File: src/rtl/hazard_ctrl_if.sv
// Pipeline-side view of the hazard controller: decode/EX/MEM/WB info in,
// forwarding selects, stall/flush and mult/div status out.
interface hazard_ctrl_if;
  logic [4:0] id_rs;
  logic [4:0] id_rt;
  logic       id_branch;
  logic       id_branch_taken;
  logic       id_md_use;
  logic [4:0] ex_rs;
  logic [4:0] ex_rt;
  logic [4:0] ex_rd;
  logic       ex_reg_write;
  logic       ex_mem_to_reg;
  logic       ex_md_start;
  logic [4:0] mem_rd;
  logic       mem_reg_write;
  logic       mem_mem_to_reg;
  logic [4:0] wb_rd;
  logic       wb_reg_write;
  logic [1:0] forward_a;
  logic [1:0] forward_b;
  logic       stall_f;
  logic       stall_d;
  logic       flush_d;
  logic       flush_e;
  logic       md_busy;
  logic       md_done;
  logic       md_overrun;
`ifdef HAZARD_PERF_EN
  logic [31:0] stall_cycles;
  logic [31:0] flush_count;
`endif

  modport master (
    output id_rs, id_rt, id_branch, id_branch_taken, id_md_use,
    output ex_rs, ex_rt, ex_rd, ex_reg_write, ex_mem_to_reg,
    output ex_md_start,
    output mem_rd, mem_reg_write, mem_mem_to_reg,
    output wb_rd, wb_reg_write,
    input  forward_a, forward_b,
    input  stall_f, stall_d, flush_d, flush_e,
    input  md_busy, md_done, md_overrun
`ifdef HAZARD_PERF_EN
    , input stall_cycles, flush_count
`endif
  );

  modport slave (
    input  id_rs, id_rt, id_branch, id_branch_taken, id_md_use,
    input  ex_rs, ex_rt, ex_rd, ex_reg_write, ex_mem_to_reg,
    input  ex_md_start,
    input  mem_rd, mem_reg_write, mem_mem_to_reg,
    input  wb_rd, wb_reg_write,
    output forward_a, forward_b,
    output stall_f, stall_d, flush_d, flush_e,
    output md_busy, md_done, md_overrun
`ifdef HAZARD_PERF_EN
    , output stall_cycles, flush_count
`endif
  );
endinterface

File: src/rtl/hazard_ctrl.sv
// Hazard controller: forwarding, load-use/branch/mult-div stalls, flushes.
// Define HAZARD_PERF_EN to add saturating stall/flush counters.
module hazard_ctrl #(
  parameter int MD_LATENCY = 4
) (
  input logic         clk,
  input logic         rst_n,
  hazard_ctrl_if.slave hz
);

  typedef enum logic [1:0] {
    IDLE = 2'd0,
    BUSY = 2'd1,
    DONE = 2'd2
  } md_state_t;

  md_state_t  state;
  md_state_t  state_nx;
  logic [3:0] count;
  logic       overrun;
  logic       lw_stall;
  logic       br_stall;
  logic       md_stall;
  logic       stall;
  logic       flush;

  function automatic logic [1:0] fwd_sel(
    input logic [4:0] src,
    input logic [4:0] m_rd,
    input logic       m_w,
    input logic [4:0] w_rd,
    input logic       w_w
  );
    if (m_w && m_rd != 5'd0 && m_rd == src)
      return 2'b10;
    else if (w_w && w_rd != 5'd0 && w_rd == src)
      return 2'b01;
    else
      return 2'b00;
  endfunction

  function automatic logic hit(
    input logic [4:0] rd,
    input logic [4:0] a,
    input logic [4:0] b
  );
    return rd != 5'd0 && (rd == a || rd == b);
  endfunction

  always_comb begin
    hz.forward_a = fwd_sel(hz.ex_rs, hz.mem_rd, hz.mem_reg_write,
                           hz.wb_rd, hz.wb_reg_write);
    hz.forward_b = fwd_sel(hz.ex_rt, hz.mem_rd, hz.mem_reg_write,
                           hz.wb_rd, hz.wb_reg_write);
  end

  assign lw_stall = hz.ex_mem_to_reg && hz.ex_reg_write &&
                    hit(hz.ex_rd, hz.id_rs, hz.id_rt);
  assign br_stall = hz.id_branch &&
                    ((hz.ex_reg_write &&
                      hit(hz.ex_rd, hz.id_rs, hz.id_rt)) ||
                     (hz.mem_mem_to_reg &&
                      hit(hz.mem_rd, hz.id_rs, hz.id_rt)));
  assign md_stall = hz.id_md_use &&
                    (state == BUSY || hz.ex_md_start);
  assign stall    = lw_stall | br_stall | md_stall;
  // A stalled branch re-resolves next cycle, so it must not flush yet.
  assign flush    = hz.id_branch_taken && !stall;

  assign hz.stall_f    = stall;
  assign hz.stall_d    = stall;
  assign hz.flush_e    = stall;
  assign hz.flush_d    = flush;
  assign hz.md_overrun = overrun;

  always_ff @(posedge clk or negedge rst_n) begin
    if (!rst_n) state <= IDLE;
    else        state <= state_nx;
  end

  always_comb begin
    state_nx = state;
    unique case (state)
      IDLE:    if (hz.ex_md_start) state_nx = BUSY;
      BUSY:    if (count == 4'd1) state_nx = DONE;
      DONE:    state_nx = hz.ex_md_start ? BUSY : IDLE;
      default: state_nx = IDLE;
    endcase
  end

  always_comb begin
    hz.md_busy = 1'b0;
    hz.md_done = 1'b0;
    unique case (state)
      BUSY:    hz.md_busy = 1'b1;
      DONE:    hz.md_done = 1'b1;
      default: ;
    endcase
  end

  always_ff @(posedge clk or negedge rst_n) begin
    if (!rst_n) begin
      count   <= 4'd0;
      overrun <= 1'b0;
    end else begin
      if (state != BUSY && hz.ex_md_start)
        count <= 4'(MD_LATENCY - 1);
      else if (state == BUSY)
        count <= count - 4'd1;
      if (state == BUSY && hz.ex_md_start)
        overrun <= 1'b1;
    end
  end

`ifdef HAZARD_PERF_EN
  logic [31:0] stall_cnt;
  logic [31:0] flush_cnt;

  always_ff @(posedge clk or negedge rst_n) begin
    if (!rst_n) begin
      stall_cnt <= 32'd0;
      flush_cnt <= 32'd0;
    end else begin
      if (stall && stall_cnt != 32'hFFFF_FFFF)
        stall_cnt <= stall_cnt + 32'd1;
      if (flush && flush_cnt != 32'hFFFF_FFFF)
        flush_cnt <= flush_cnt + 32'd1;
    end
  end

  assign hz.stall_cycles = stall_cnt;
  assign hz.flush_count  = flush_cnt;
`endif

endmodule

File: src/flat_wrapper.sv
// flat-port wrapper written by rule: the top's interface ports become plain ports
module hazard_ctrl_flat 
#(
  parameter int MD_LATENCY = 4
)
  (clk, rst_n, hz_id_rs, hz_id_rt, hz_id_branch, hz_id_branch_taken, hz_id_md_use, hz_ex_rs, hz_ex_rt, hz_ex_rd, hz_ex_reg_write, hz_ex_mem_to_reg, hz_ex_md_start, hz_mem_rd, hz_mem_reg_write, hz_mem_mem_to_reg, hz_wb_rd, hz_wb_reg_write, hz_forward_a, hz_forward_b, hz_stall_f, hz_stall_d, hz_flush_d, hz_flush_e, hz_md_busy, hz_md_done, hz_md_overrun);
  hazard_ctrl_if hz_i ();
  input logic clk;
  input logic rst_n;
  input wire logic [$bits(hz_i.id_rs)-1:0] hz_id_rs;
  input wire logic [$bits(hz_i.id_rt)-1:0] hz_id_rt;
  input wire logic [$bits(hz_i.id_branch)-1:0] hz_id_branch;
  input wire logic [$bits(hz_i.id_branch_taken)-1:0] hz_id_branch_taken;
  input wire logic [$bits(hz_i.id_md_use)-1:0] hz_id_md_use;
  input wire logic [$bits(hz_i.ex_rs)-1:0] hz_ex_rs;
  input wire logic [$bits(hz_i.ex_rt)-1:0] hz_ex_rt;
  input wire logic [$bits(hz_i.ex_rd)-1:0] hz_ex_rd;
  input wire logic [$bits(hz_i.ex_reg_write)-1:0] hz_ex_reg_write;
  input wire logic [$bits(hz_i.ex_mem_to_reg)-1:0] hz_ex_mem_to_reg;
  input wire logic [$bits(hz_i.ex_md_start)-1:0] hz_ex_md_start;
  input wire logic [$bits(hz_i.mem_rd)-1:0] hz_mem_rd;
  input wire logic [$bits(hz_i.mem_reg_write)-1:0] hz_mem_reg_write;
  input wire logic [$bits(hz_i.mem_mem_to_reg)-1:0] hz_mem_mem_to_reg;
  input wire logic [$bits(hz_i.wb_rd)-1:0] hz_wb_rd;
  input wire logic [$bits(hz_i.wb_reg_write)-1:0] hz_wb_reg_write;
  output wire logic [$bits(hz_i.forward_a)-1:0] hz_forward_a;
  output wire logic [$bits(hz_i.forward_b)-1:0] hz_forward_b;
  output wire logic [$bits(hz_i.stall_f)-1:0] hz_stall_f;
  output wire logic [$bits(hz_i.stall_d)-1:0] hz_stall_d;
  output wire logic [$bits(hz_i.flush_d)-1:0] hz_flush_d;
  output wire logic [$bits(hz_i.flush_e)-1:0] hz_flush_e;
  output wire logic [$bits(hz_i.md_busy)-1:0] hz_md_busy;
  output wire logic [$bits(hz_i.md_done)-1:0] hz_md_done;
  output wire logic [$bits(hz_i.md_overrun)-1:0] hz_md_overrun;
  assign hz_i.id_rs = hz_id_rs;
  assign hz_i.id_rt = hz_id_rt;
  assign hz_i.id_branch = hz_id_branch;
  assign hz_i.id_branch_taken = hz_id_branch_taken;
  assign hz_i.id_md_use = hz_id_md_use;
  assign hz_i.ex_rs = hz_ex_rs;
  assign hz_i.ex_rt = hz_ex_rt;
  assign hz_i.ex_rd = hz_ex_rd;
  assign hz_i.ex_reg_write = hz_ex_reg_write;
  assign hz_i.ex_mem_to_reg = hz_ex_mem_to_reg;
  assign hz_i.ex_md_start = hz_ex_md_start;
  assign hz_i.mem_rd = hz_mem_rd;
  assign hz_i.mem_reg_write = hz_mem_reg_write;
  assign hz_i.mem_mem_to_reg = hz_mem_mem_to_reg;
  assign hz_i.wb_rd = hz_wb_rd;
  assign hz_i.wb_reg_write = hz_wb_reg_write;
  assign hz_forward_a = hz_i.forward_a;
  assign hz_forward_b = hz_i.forward_b;
  assign hz_stall_f = hz_i.stall_f;
  assign hz_stall_d = hz_i.stall_d;
  assign hz_flush_d = hz_i.flush_d;
  assign hz_flush_e = hz_i.flush_e;
  assign hz_md_busy = hz_i.md_busy;
  assign hz_md_done = hz_i.md_done;
  assign hz_md_overrun = hz_i.md_overrun;
  hazard_ctrl #(.MD_LATENCY(MD_LATENCY)) u_core (.clk(clk), .rst_n(rst_n), .hz(hz_i));
endmodule
File: config.mk
export PLATFORM = sky130hd
export DESIGN_NAME = hazard_ctrl_flat
export DESIGN_NICKNAME = d
export VERILOG_FILES = /design/src/rtl/hazard_ctrl_if.sv /design/src/rtl/hazard_ctrl.sv /design/src/flat_wrapper.sv
export SDC_FILE = /design/constraint.sdc
export NUM_CORES = 1
export LEC_CHECK = 0
export CAP_MARGIN = 5
export CORE_UTILIZATION = 38
export CTS_BUF_LIST = sky130_fd_sc_hd__clkbuf_4 sky130_fd_sc_hd__clkbuf_8
export DETAILED_ROUTE_END_ITERATION = 7
export MAX_ROUTING_LAYER = met4
export PLACE_DENSITY = 0.9
export SYNTH_ARGS = -nofsm -noshare
export SYNTH_HDL_FRONTEND = slang
export SYNTH_SLANG_ARGS = --single-unit
File: constraint.sdc
create_clock -name clk -period 2.15 [get_ports clk]
set_clock_uncertainty 0.2 [all_clocks]
set_input_delay 0.43 -clock clk [delete_from_list [all_inputs] [get_ports clk]]
set_output_delay 0.43 -clock clk [all_outputs]
set_load 0.05 [all_outputs]
==> results.cfg, run 1 <==
[floorplan]
dieArea_um2 = 2560
std_cell_rows = 17
die_h_um = 50.6
core_um2 = 2210
die_x_um = 50.6
start_util = 0.406
ios = 57

[detailed_routing]
drt-initial-drc-count = 49
num_vias = 1248
ant_nets = 0
drt-total-wl_mm = 5.10
vias_per_cell = 5.62
wire_per_inst_um = 23.0
first_pass_iters = 4
route.detailed.drc = 0

[setup_path]
arrival_ps = 1750
setup.worst_path.end_class = output port
critPathMaxStageDelay_ps = 250
worst_ep_required_time_ps = 1520
crit_buf_inv = 4
crit_type = primary input to output port
path_cells = buf_8 -> buf_6 -> xnor2_2 -> nand3_2 -> nor3_4 -> o2111ai_4 -> buf_6 -> nand3_4 -> buf_12
start_kind = primary input
crit_family = buffers and inverters
cp_max_fo = 4
path_common_cell = buf_6
crit_slowest_cell = nor3_4

[power]
power_frac_comb = 0.706
seq_power_share = 0.185
p_leak_nw = 0.900
power_switching_w = 0.000596
peakVddDrop_mv = 0.873
p_clk_frac = 0.109
p_int_w = 0.000654
p_per_area_nw_per_um2 = 602
swShare = 0.477

[sta]
min_period_over_period = 1.11
period_minus_slack_ps = 2380
rsz0062_at_grt = true
slew_viol_final = 0
timing.slew.headroom = 0.665
final_hold_viol_count = 0
worst_pin_slew_ps = 500
fmax_ghz = 0.421
fin_ws_ps = -227
finalSetupViolCount = 8

[synth]
syn_avg_cell_area_um2 = 8.17
synth_cell_types = 27
netlist_instances = 110
ys_top_cells_by_area = xor2_1, dfrtp_1, xnor2_1, o21ai_0, nand3_1
synth-seq-cells = 7
yosysTopAreaCell = xor2_1
syn_nets = 158
synth_area_um2 = 898
ys_warn_count = 0
ys_seq_area_frac = 0.195
yosysTopAreaCellShare = 0.214

[clock_network]
h-tree-depth = 1
ctsLongestPathBuffers = 2
cts.sinks = 7
cts_buffers = 3
cts_tree = done
cts-root-buf = clkbuf_4
cts.clk_slew.worst_paths_ps = 60
clock_latency_ps = 260

[worst_hold_path]
min_path_type = primary input to async pin

[job]
maxCapViolCount = 0

[place]
io_buffer_count = 56
gp_congestion = 0.800
dp_slack_ps = -645
dpl.hpwl_mm = 2.91

[cells_and_area]
utilization = 0.939
antennaDiodeCount = 0
layout.nets = 243
layout-drive-gt1-share = 0.608
synthToLayoutAreaGrowth_pct = 131

[global_route]
grt_pass1_vias = 1338
grt_first_pass_wirelength_mm = 6.23
grt_max_degree = 9
grt.overflow.total = 0
antenna_found_initial = 0
track_usage = 0.354

[outcome]
status = finished with violations
violations = setup timing
[power groups by stage]
stage / clock [W] / sequential [W] / combinational [W]
CTS: 0.000138 / 0.000220 / 0.000810
finish: 0.000136 / 0.000231 / 0.000883
global route: 0.000150 / 0.000229 / 0.000924
floorplan: 0 / 0.000210 / 0.000454
global placement: 0 / 0.000214 / 0.000750
detailed placement: 0 / 0.000219 / 0.000788
[cell families (layout without fill, tap and decap cells)]
logic type	after synthesis	in the layout	share of synthesized area
AO/OA/AOI/OAI	15	15	0.0919
XOR/XNOR	40	40	0.390
adder cells (fa/ha/maj)	2	2	0.0279
buffers and inverters	11	95	0.0682
flip-flops	7	7	0.195
AND/OR/NAND/NOR	35	35	0.227
[synth_stat cells]
master     count
ha_1           2
or4_1          3
nor3_1         7
nor3b_1        1
o2111ai_1      1
clkinv_1       1
a21oi_1        2
xor2_1        22
and2_1         1
nand2b_1       2
a21o_1         1
nor4_1         3
buf_6          1
nand2_1        3
nand3_1        7
buf_4          2
nor2b_1        1
xnor2_1       18
o21ai_1        1
nor4_2         2
buf_2          4
inv_1          3
dfrtp_1        7
and4_1         1
nor2_1         4
o21ai_0        9
o22ai_1        1
[path summary, 6_finish.rpt]
check	start	cells past startpoint	slack, ps	to
max	hz_mem_rd[0]	9	-230	hz_flush_e
min	rst_n	1	220	u_core.count[2]
max reg2reg	u_core.state[1]	6	570	u_core.count[3]
min reg2reg	u_core.hz.md_overrun	1	270	u_core.hz.md_overrun
max in group asynchronous	rst_n	1	1290	u_core.count[1]
min in group clk	u_core.hz.md_overrun	1	270	u_core.hz.md_overrun
[layout make-up]
cell class / instances / area [um2]
Multi-Input combinational cell: 92 / 1020
Tap cell: 28 / 35.0
Timing Repair Buffer: 87 / 800
Fill cell: 78 / 135
Clock buffer: 4 / 30.0
Sequential cell: 7 / 175
Inverter: 4 / 20.0
[layer usage]
| layer | GRT usage | vias up | wire, um |
|---|---|---|---|
| met2 | 0.620 | 88 | 2460 |
| met3 | 0.0758 | 26 | 433 |
| met1 | 0.361 | 600 | 1940 |
| li1 | - | 534 | - |
| met5 | - | - | 0 |
| met4 | 0.204 | 0 | 272 |
[registers in the layout, indices dropped and copies added, names as in the netlist]
name / count
u_core.hz.md_overrun: 1
u_core.state: 2
u_core.count: 4
[metrics by stage]
step	cells	hold WS, ps	setup TNS, ps	power, W	area, um2
5_1_grt	222	238	-1660	0.00130	2080
6_report	222	222	-1340	0.00125	2080
4_1_cts	221	232	-776	0.00117	1990
3_3_place_gp	216	242	-3920	0.000964	1890
3_5_place_dp	216	252	-4580	0.00101	1890
2_1_floorplan	110	-65.6	-566	0.000664	1090
[worst reg2reg max path: cells and delay by family (launching register included)]
kind                   cells  cell delay [ps]
DFF                        1              380
buffers and inverters      2              240
AOI/OAI and AO/OA          2              310
and+or+nand+nor            2              330
[repair_timing]
action	CTS	global route
hold buffers	0	0
hold endpoints to repair	0	0
pin swaps	41	20
setup buffers	4	1
resized for setup	150	30
endpoints found under the setup margin	8	8
[placed cells by master, fill, tap and decap left out, types with 3 or more instances in the layout]
| master | n |
|---|---|
| o21ai_2 | 3 |
| buf_2 | 19 |
| xnor2_1 | 7 |
| clkbuf_4 | 4 |
| nand3_2 | 3 |
| nor3_2 | 3 |
| nor4_4 | 5 |
| buf_4 | 24 |
| clkdlybuf4s15_1 | 4 |
| xor2_2 | 6 |
| buf_6 | 13 |
| xnor2_2 | 10 |
| nand3_1 | 3 |
| dfrtp_1 | 7 |
| clkbuf_2 | 3 |
| dlygate4sd2_1 | 6 |
| inv_1 | 3 |
| xor2_1 | 14 |
| or4_4 | 3 |
| nor2_1 | 4 |
| o21ai_0 | 6 |
| buf_12 | 8 |
| clkdlybuf4s50_1 | 8 |
(Power assumes the default switching activity.)
==> inputs of run 2 (changes only) <==
Settings changed: ABC_CLOCK_PERIOD_IN_PS from default to 2150.
==> results of run 2 <==
Final layout, timing and power as in run 1 (identical DEF).
